`src/rtl/alarm_ctrl_pkg.sv`:
```
// Shared encodings and widths for the safe-box alarm controller.
package alarm_ctrl_pkg;

    localparam int unsigned FAIL_CNT_W = 3;
    localparam int unsigned STATE_W    = 2;

    localparam logic [STATE_W-1:0] ST_IDLE  = 2'd0;
    localparam logic [STATE_W-1:0] ST_WARN  = 2'd1;
    localparam logic [STATE_W-1:0] ST_ALARM = 2'd2;
    localparam logic [STATE_W-1:0] ST_LOCK  = 2'd3;

    function automatic int unsigned max_u(input int unsigned a, input int unsigned b);
        return (a > b) ? a : b;
    endfunction

endpackage

```
`src/rtl/alarm_ctrl_tick_timer.sv`:
```
// Prescaled tick timer: done is high in the last cycle of ticks*TICK_DIV cycles after start.
module tick_timer #(
    parameter int unsigned TICK_DIV = 8000,
    parameter int unsigned TICKS_W  = 11
) (
    input  logic               clk,
    input  logic               rst_n,
    input  logic               start,
    input  logic [TICKS_W-1:0] ticks,
    output logic               done
);

    localparam int unsigned PRESC_W = $clog2(TICK_DIV);
    localparam logic [PRESC_W-1:0] PRESC_LAST = PRESC_W'(TICK_DIV - 1);

    logic [PRESC_W-1:0] presc;
    logic [TICKS_W-1:0] tick;
    logic               presc_wrap;
    logic               tick_last;

    assign presc_wrap = (presc == PRESC_LAST);
    assign tick_last  = (tick >= ticks - TICKS_W'(1));
    // Combinational from the counters so the owner can leave on exactly the final edge.
    assign done       = presc_wrap && tick_last;

    always_ff @(posedge clk or negedge rst_n) begin
        if (!rst_n) begin
            presc <= '0;
            tick  <= '0;
        end else if (start) begin
            presc <= '0;
            tick  <= '0;
        end else if (presc_wrap) begin
            presc <= '0;
            tick  <= tick_last ? '0 : tick + TICKS_W'(1);
        end else begin
            presc <= presc + PRESC_W'(1);
        end
    end

endmodule

```
`src/rtl/alarm_ctrl.sv`:
```
// Safe-box intrusion controller: counts bad codes, sequences ALARM then LOCK.
// Optional LOCK phase built only when ALARM_CTRL_LOCK_EN is defined.
module alarm_ctrl
    import alarm_ctrl_pkg::*;
#(
    parameter int unsigned MAX_FAILS   = 3,
    parameter int unsigned TICK_DIV    = 8000,
    parameter int unsigned ALARM_TICKS = 2000,
    parameter int unsigned LOCK_TICKS  = 1000
) (
    input  logic                  clk,
    input  logic                  rst_n,
    input  logic                  attempt_valid,
    input  logic                  attempt_ok,
    input  logic                  admin_clear,
    output logic                  alarm,
    output logic                  locked,
    output logic                  open_pulse,
    output logic [FAIL_CNT_W-1:0] fail_cnt,
    output logic [STATE_W-1:0]    state
);

    localparam int unsigned TICKS_W = $clog2(max_u(ALARM_TICKS, LOCK_TICKS) + 1);
    localparam logic [FAIL_CNT_W-1:0] MAX_C = FAIL_CNT_W'(MAX_FAILS);

    logic [STATE_W-1:0]    state_nxt;
    logic [FAIL_CNT_W-1:0] cnt_nxt;
    logic [FAIL_CNT_W-1:0] fail_inc;
    logic                  pulse_nxt;
    logic                  tmr_start;
    logic                  tmr_done;
    logic [TICKS_W-1:0]    ticks_sel;

    assign fail_inc = (fail_cnt >= MAX_C) ? MAX_C : fail_cnt + FAIL_CNT_W'(1);

    always_comb begin
        ticks_sel = TICKS_W'(ALARM_TICKS);
`ifdef ALARM_CTRL_LOCK_EN
        if (state == ST_LOCK) ticks_sel = TICKS_W'(LOCK_TICKS);
`endif
    end

    always_comb begin
        state_nxt = state;
        cnt_nxt   = fail_cnt;
        pulse_nxt = 1'b0;
        tmr_start = 1'b0;
        if (admin_clear) begin
            state_nxt = ST_IDLE;
            cnt_nxt   = '0;
            tmr_start = 1'b1;
        end else begin
            case (state)
                ST_IDLE, ST_WARN: begin
                    if (attempt_valid) begin
                        if (attempt_ok) begin
                            pulse_nxt = 1'b1;
                            cnt_nxt   = '0;
                            state_nxt = ST_IDLE;
                        end else begin
                            cnt_nxt = fail_inc;
                            if (fail_inc == MAX_C) begin
                                state_nxt = ST_ALARM;
                                tmr_start = 1'b1;
                            end else begin
                                state_nxt = ST_WARN;
                            end
                        end
                    end
                end
                ST_ALARM: begin
                    if (tmr_done) begin
`ifdef ALARM_CTRL_LOCK_EN
                        state_nxt = ST_LOCK;
                        tmr_start = 1'b1;
`else
                        state_nxt = ST_IDLE;
                        cnt_nxt   = '0;
`endif
                    end
                end
`ifdef ALARM_CTRL_LOCK_EN
                ST_LOCK: begin
                    if (tmr_done) begin
                        state_nxt = ST_IDLE;
                        cnt_nxt   = '0;
                    end
                end
`endif
                default: begin
                    state_nxt = ST_IDLE;
                    cnt_nxt   = '0;
                end
            endcase
        end
    end

    // Outputs are decoded from the next state so they change on the same edge as state.
    always_ff @(posedge clk or negedge rst_n) begin
        if (!rst_n) begin
            state      <= ST_IDLE;
            fail_cnt   <= '0;
            open_pulse <= 1'b0;
            alarm      <= 1'b0;
        end else begin
            state      <= state_nxt;
            fail_cnt   <= cnt_nxt;
            open_pulse <= pulse_nxt;
            alarm      <= (state_nxt == ST_ALARM);
        end
    end

`ifdef ALARM_CTRL_LOCK_EN
    always_ff @(posedge clk or negedge rst_n) begin
        if (!rst_n) locked <= 1'b0;
        else        locked <= (state_nxt == ST_ALARM) || (state_nxt == ST_LOCK);
    end
`else
    assign locked = alarm;
`endif

    tick_timer #(
        .TICK_DIV (TICK_DIV),
        .TICKS_W  (TICKS_W)
    ) u_timer (
        .clk   (clk),
        .rst_n (rst_n),
        .start (tmr_start),
        .ticks (ticks_sel),
        .done  (tmr_done)
    );

endmodule

```
`config.mk`:
```
export PLATFORM = sky130hd
export DESIGN_NAME = alarm_ctrl
export DESIGN_NICKNAME = d
export VERILOG_FILES = /design/src/rtl/alarm_ctrl_pkg.sv /design/src/rtl/alarm_ctrl_tick_timer.sv /design/src/rtl/alarm_ctrl.sv
export SDC_FILE = /design/constraint.sdc
export NUM_CORES = 1
export LEC_CHECK = 0
export CAP_MARGIN = 20
export CORE_MARGIN = 10
export CORE_UTILIZATION = 30
export CTS_CLUSTER_SIZE = 40
export DETAILED_ROUTE_END_ITERATION = 10
export PLACE_DENSITY = 0.48
export SYNTH_ARGS = -nofsm -noshare
export SYNTH_HDL_FRONTEND = slang
export SYNTH_SLANG_ARGS = --single-unit
```
`constraint.sdc`:
```
create_clock -name clk -period 2.75 [get_ports clk]
set_input_delay 0.275 -clock clk [delete_from_list [all_inputs] [get_ports clk]]
set_output_delay 0.275 -clock clk [all_outputs]
set_load 0.01 [all_outputs]
```
==> flow_summary_export.csv <==
group,metric,value,unit
run_status,outcome,"finished, final reports clean",
synth,yosys.area.top_type_share,46.3,%
min_path,hold_path_class,"in -> async",
floorplanning,core_region_area,5470,um^2
sta,final-max-slew-violation-count,0,
worst_setup_path,path_class,"reg -> reg",
finish,final_layout_size_suffix_gt1_share,7.43,%
synth,synth_area_leader_cell,"dfrtp_1",
clock_network,holdBufCountCts,0,
floorplanning,fp.dieArea,8980,um^2
grt,track_usage,9.59,%
finish,fillers,559,
clock_network,cts-resized-gates,0,
pwr,comb_power_share,18.8,%
pwr,ir_worst_vdd,0.260,mV
worst_setup_path,cp_max_fo,13,
worst_setup_path,critical-path-max-stage-delay,0.77,ns
placed_design,port_buffers,12,
pwr,p_seq_share,49.8,%
worst_setup_path,cp.required,2.94,ns
route,dr.pass1.iters,4,
floorplanning,boundaryPins,13,
grt,grt_overflow_total,0,
grt,grt_start_max_net_pins,32,
clock_network,cts_tree,"yes",
grt,grt_pass1_vias,1452,
floorplanning,die_w,94.8,um
sta,fmax,424,MHz
pwr,p_sw_share,29.2,%
clock_network,htree_levels,2,
finish,area.growth.synth_to_final,18.7,%
grt,grt_pass1_wl,6980,um
synth,synthCells,182,
sta,fin_skew,0.00541,ns
sta,worst_pin_slew,0.480,ns
pwr,power_density,540,nW/um^2
route,drtIter0Drc,78,
finish,fin_nets,210,
synth,synthArstFlopShare,100,%
placed_design,gp_congestion,0.812,
pwr,p_int,760,uW
worst_setup_path,crit_arrival,2.55,ns
finish,diodes,0,
sta,setup_viol_count_final,0,
floorplanning,num_rows,27,
finish,fin_area,1990,um^2
worst_setup_path,critPathSlowestCell,"or4b_1",
worst_setup_path,path_buf_inv,0,
flow_run,cap_viol_max_count,0,
worst_setup_path,crit_chain,"ha_1 -> nand2_1 -> or4b_1 -> or4_1 -> a31oi_1",
worst_setup_path,startpoint_type,"flip-flop",
route,drt-total-wl,3950,um
sta,fin_crit,2.36,ns
route,ant_nets,0,
clock_network,clk_pin_slew,0.06,ns
synth,ys_seq_area_share,46.3,%
floorplanning,start_util,30.6,%
synth,synth_area_leaders,"dfrtp_1, nand2_1, nor2_1",
placed_design,place_area,1910,um^2
pwr,switchingPower,314,uW
sta,hold_viol,0,
sta,slew_headroom,67.8,%
clock_network,cts_buffers,5,
synth,ys.flop_type,"dfrtp_1",
route,wl_per_cell,14.4,um
sta,whs,0.399,ns
route,vias,1429,
clock_network,clockBufferDepth,2,
route,vias_per_cell,5.22,
clock_network,clock_sinks,31,
synth,synth_edf_count,0,
route,detail_route.drc_violations,0,
placed_design,hpwl,2830,um
worst_setup_path,critPathTopFamily,"simple AND/OR/NAND/NOR gates",
pwr,total_power,1070,uW
pwr,leakagePower,0.000780,uW
worst_setup_path,worstSetupEndpointType,"flip-flop",
sta,final.setup.tns,0,ns
grt,grt_antenna_before_repair,0,
synth,synth-seq-cells,31,
clock_network,clock-root-buffer,"clkbuf_8",
sta,rsz0062_at_grt,"false",
clock_network,cts_setup_buffers,0,
synth,synthesis.area,1680,um^2
floorplanning,die_h,94.8,um
clock_network,clock_latency,0.28,ns
sta,post-route-period-util,85.8,%
synth,synth_fp_nets,191,
synth,avgSynthCellArea,9.21,um^2
synth,yosysUniqueCellTypes,39,
pwr,power.share.clock,31.3,%
synth,yosysWarnings,0,
-- worst paths after layout --
| path | slack [ns] | cells past startpoint | endpoint | from |
|---|---|---|---|---|
| worst max-delay path | 0.39 | 5 | u_timer.tick[9] | u_timer.presc[0] |
| worst min-delay path | 0.40 | 2 | u_timer.presc[5] | rst_n |
| worst max register to register | 0.39 | 5 | u_timer.tick[9] | u_timer.presc[0] |
| worst min register to register | 0.47 | 1 | u_timer.presc[0] | u_timer.presc[0] |
| max in group asynchronous | 2.06 | 2 | u_timer.tick[2] | rst_n |
| min in group clk | 0.47 | 1 | u_timer.presc[0] | u_timer.presc[0] |
-- placed cells by master (no fill, tap or decap), types with 6 or more instances in the layout --
| cell type | n |
|---|---|
| a21oi_1 | 6 |
| a31oi_1 | 7 |
| buf_4 | 7 |
| clkdlybuf4s50_1 | 12 |
| dfrtp_1 | 31 |
| inv_1 | 8 |
| nand2_1 | 17 |
| nand3_1 | 12 |
| nor2_1 | 17 |
| nor3_1 | 6 |
| o21ai_0 | 10 |
-- cells by family (layout without fill, tap and decap cells) --
| family | count (synthesis) | after routing | synth area share (%) |
|---|---|---|---|
| flip-flops | 31 | 31 | 46.3 |
| AO/OA/AOI/OAI | 39 | 39 | 15.1 |
| AND/OR/NAND/NOR | 83 | 83 | 26.7 |
| buffers and inverters | 15 | 35 | 3.66 |
| adder cells (fa/ha/maj) | 4 | 4 | 2.99 |
| XOR/XNOR | 10 | 10 | 5.22 |
-- cell type report --
| type | count | area [um^2] | area share (%) |
|---|---|---|---|
| Multi-Input combinational cell | 136 | 840 | 42.2 |
| Sequential cell | 31 | 776 | 39.0 |
| Timing Repair Buffer | 19 | 173 | 8.68 |
| Tap cell | 72 | 90.1 | 4.53 |
| Clock buffer | 7 | 76.3 | 3.84 |
| Inverter | 8 | 30.0 | 1.51 |
| Clock inverter | 1 | 5.00 | 0.252 |
-- synth_stat cells (all sizes together) (4+ instances only) --
library cell and count:
nor2 17, nand3 13, and3 4, a31oi 7, dfrtp 31, nor4 4, ha 4, xnor2 5
clkbuf 5, a21oi 6, xor2 5, nand2 17, nand4 5, o21ai 10, nor3 6, inv 8
-- worst reg2reg max path: cells and delay by family, from the launching register on --
family          cells  cell delay, ns
compound gates      1            0.20
simple gates        3            1.50
flops               1            0.37
fa+ha+maj           1            0.22
-- state kept, by name, indices dropped and copies added (netlist names) --
name and cells:
u_timer.presc 13, state 2, u_timer.tick 11, fail_cnt 3, alarm 1, open_pulse 1
-- per-layer routing --
| layer | up-vias | track usage [%] | part of all wire, % |
|---|---|---|---|
| met5 | - | 0 | 0 |
| met1 | 707 | 12.1 | 49 |
| met3 | 2 | 2.62 | 2.3 |
| met2 | 14 | 15.5 | 48 |
| met4 | 0 | 3.12 | 0.35 |
| li1 | 706 | - | - |
-- through the flow --
step | util (%) | std cells | setup WS, ns
floorplan | - | 182 | 0.720
global placement | 34.9 | 266 | 0.502
detailed placement | 34.9 | 266 | 0.419
CTS | 36.4 | 274 | 0.404
global route | 36.4 | 274 | 0.253
finish | 36.4 | 274 | 0.389
-- power by group through the flow --
stage / Sequential (uW) / Combinational, uW / Clock, uW
2_1_floorplan: 539 / 109 / 0
4_1_cts: 535 / 205 / 355
6_report: 536 / 202 / 337
3_3_place_gp: 541 / 196 / 0
3_5_place_dp: 543 / 203 / 0
5_1_grt: 543 / 225 / 379
(Power assumes the default switching activity.)
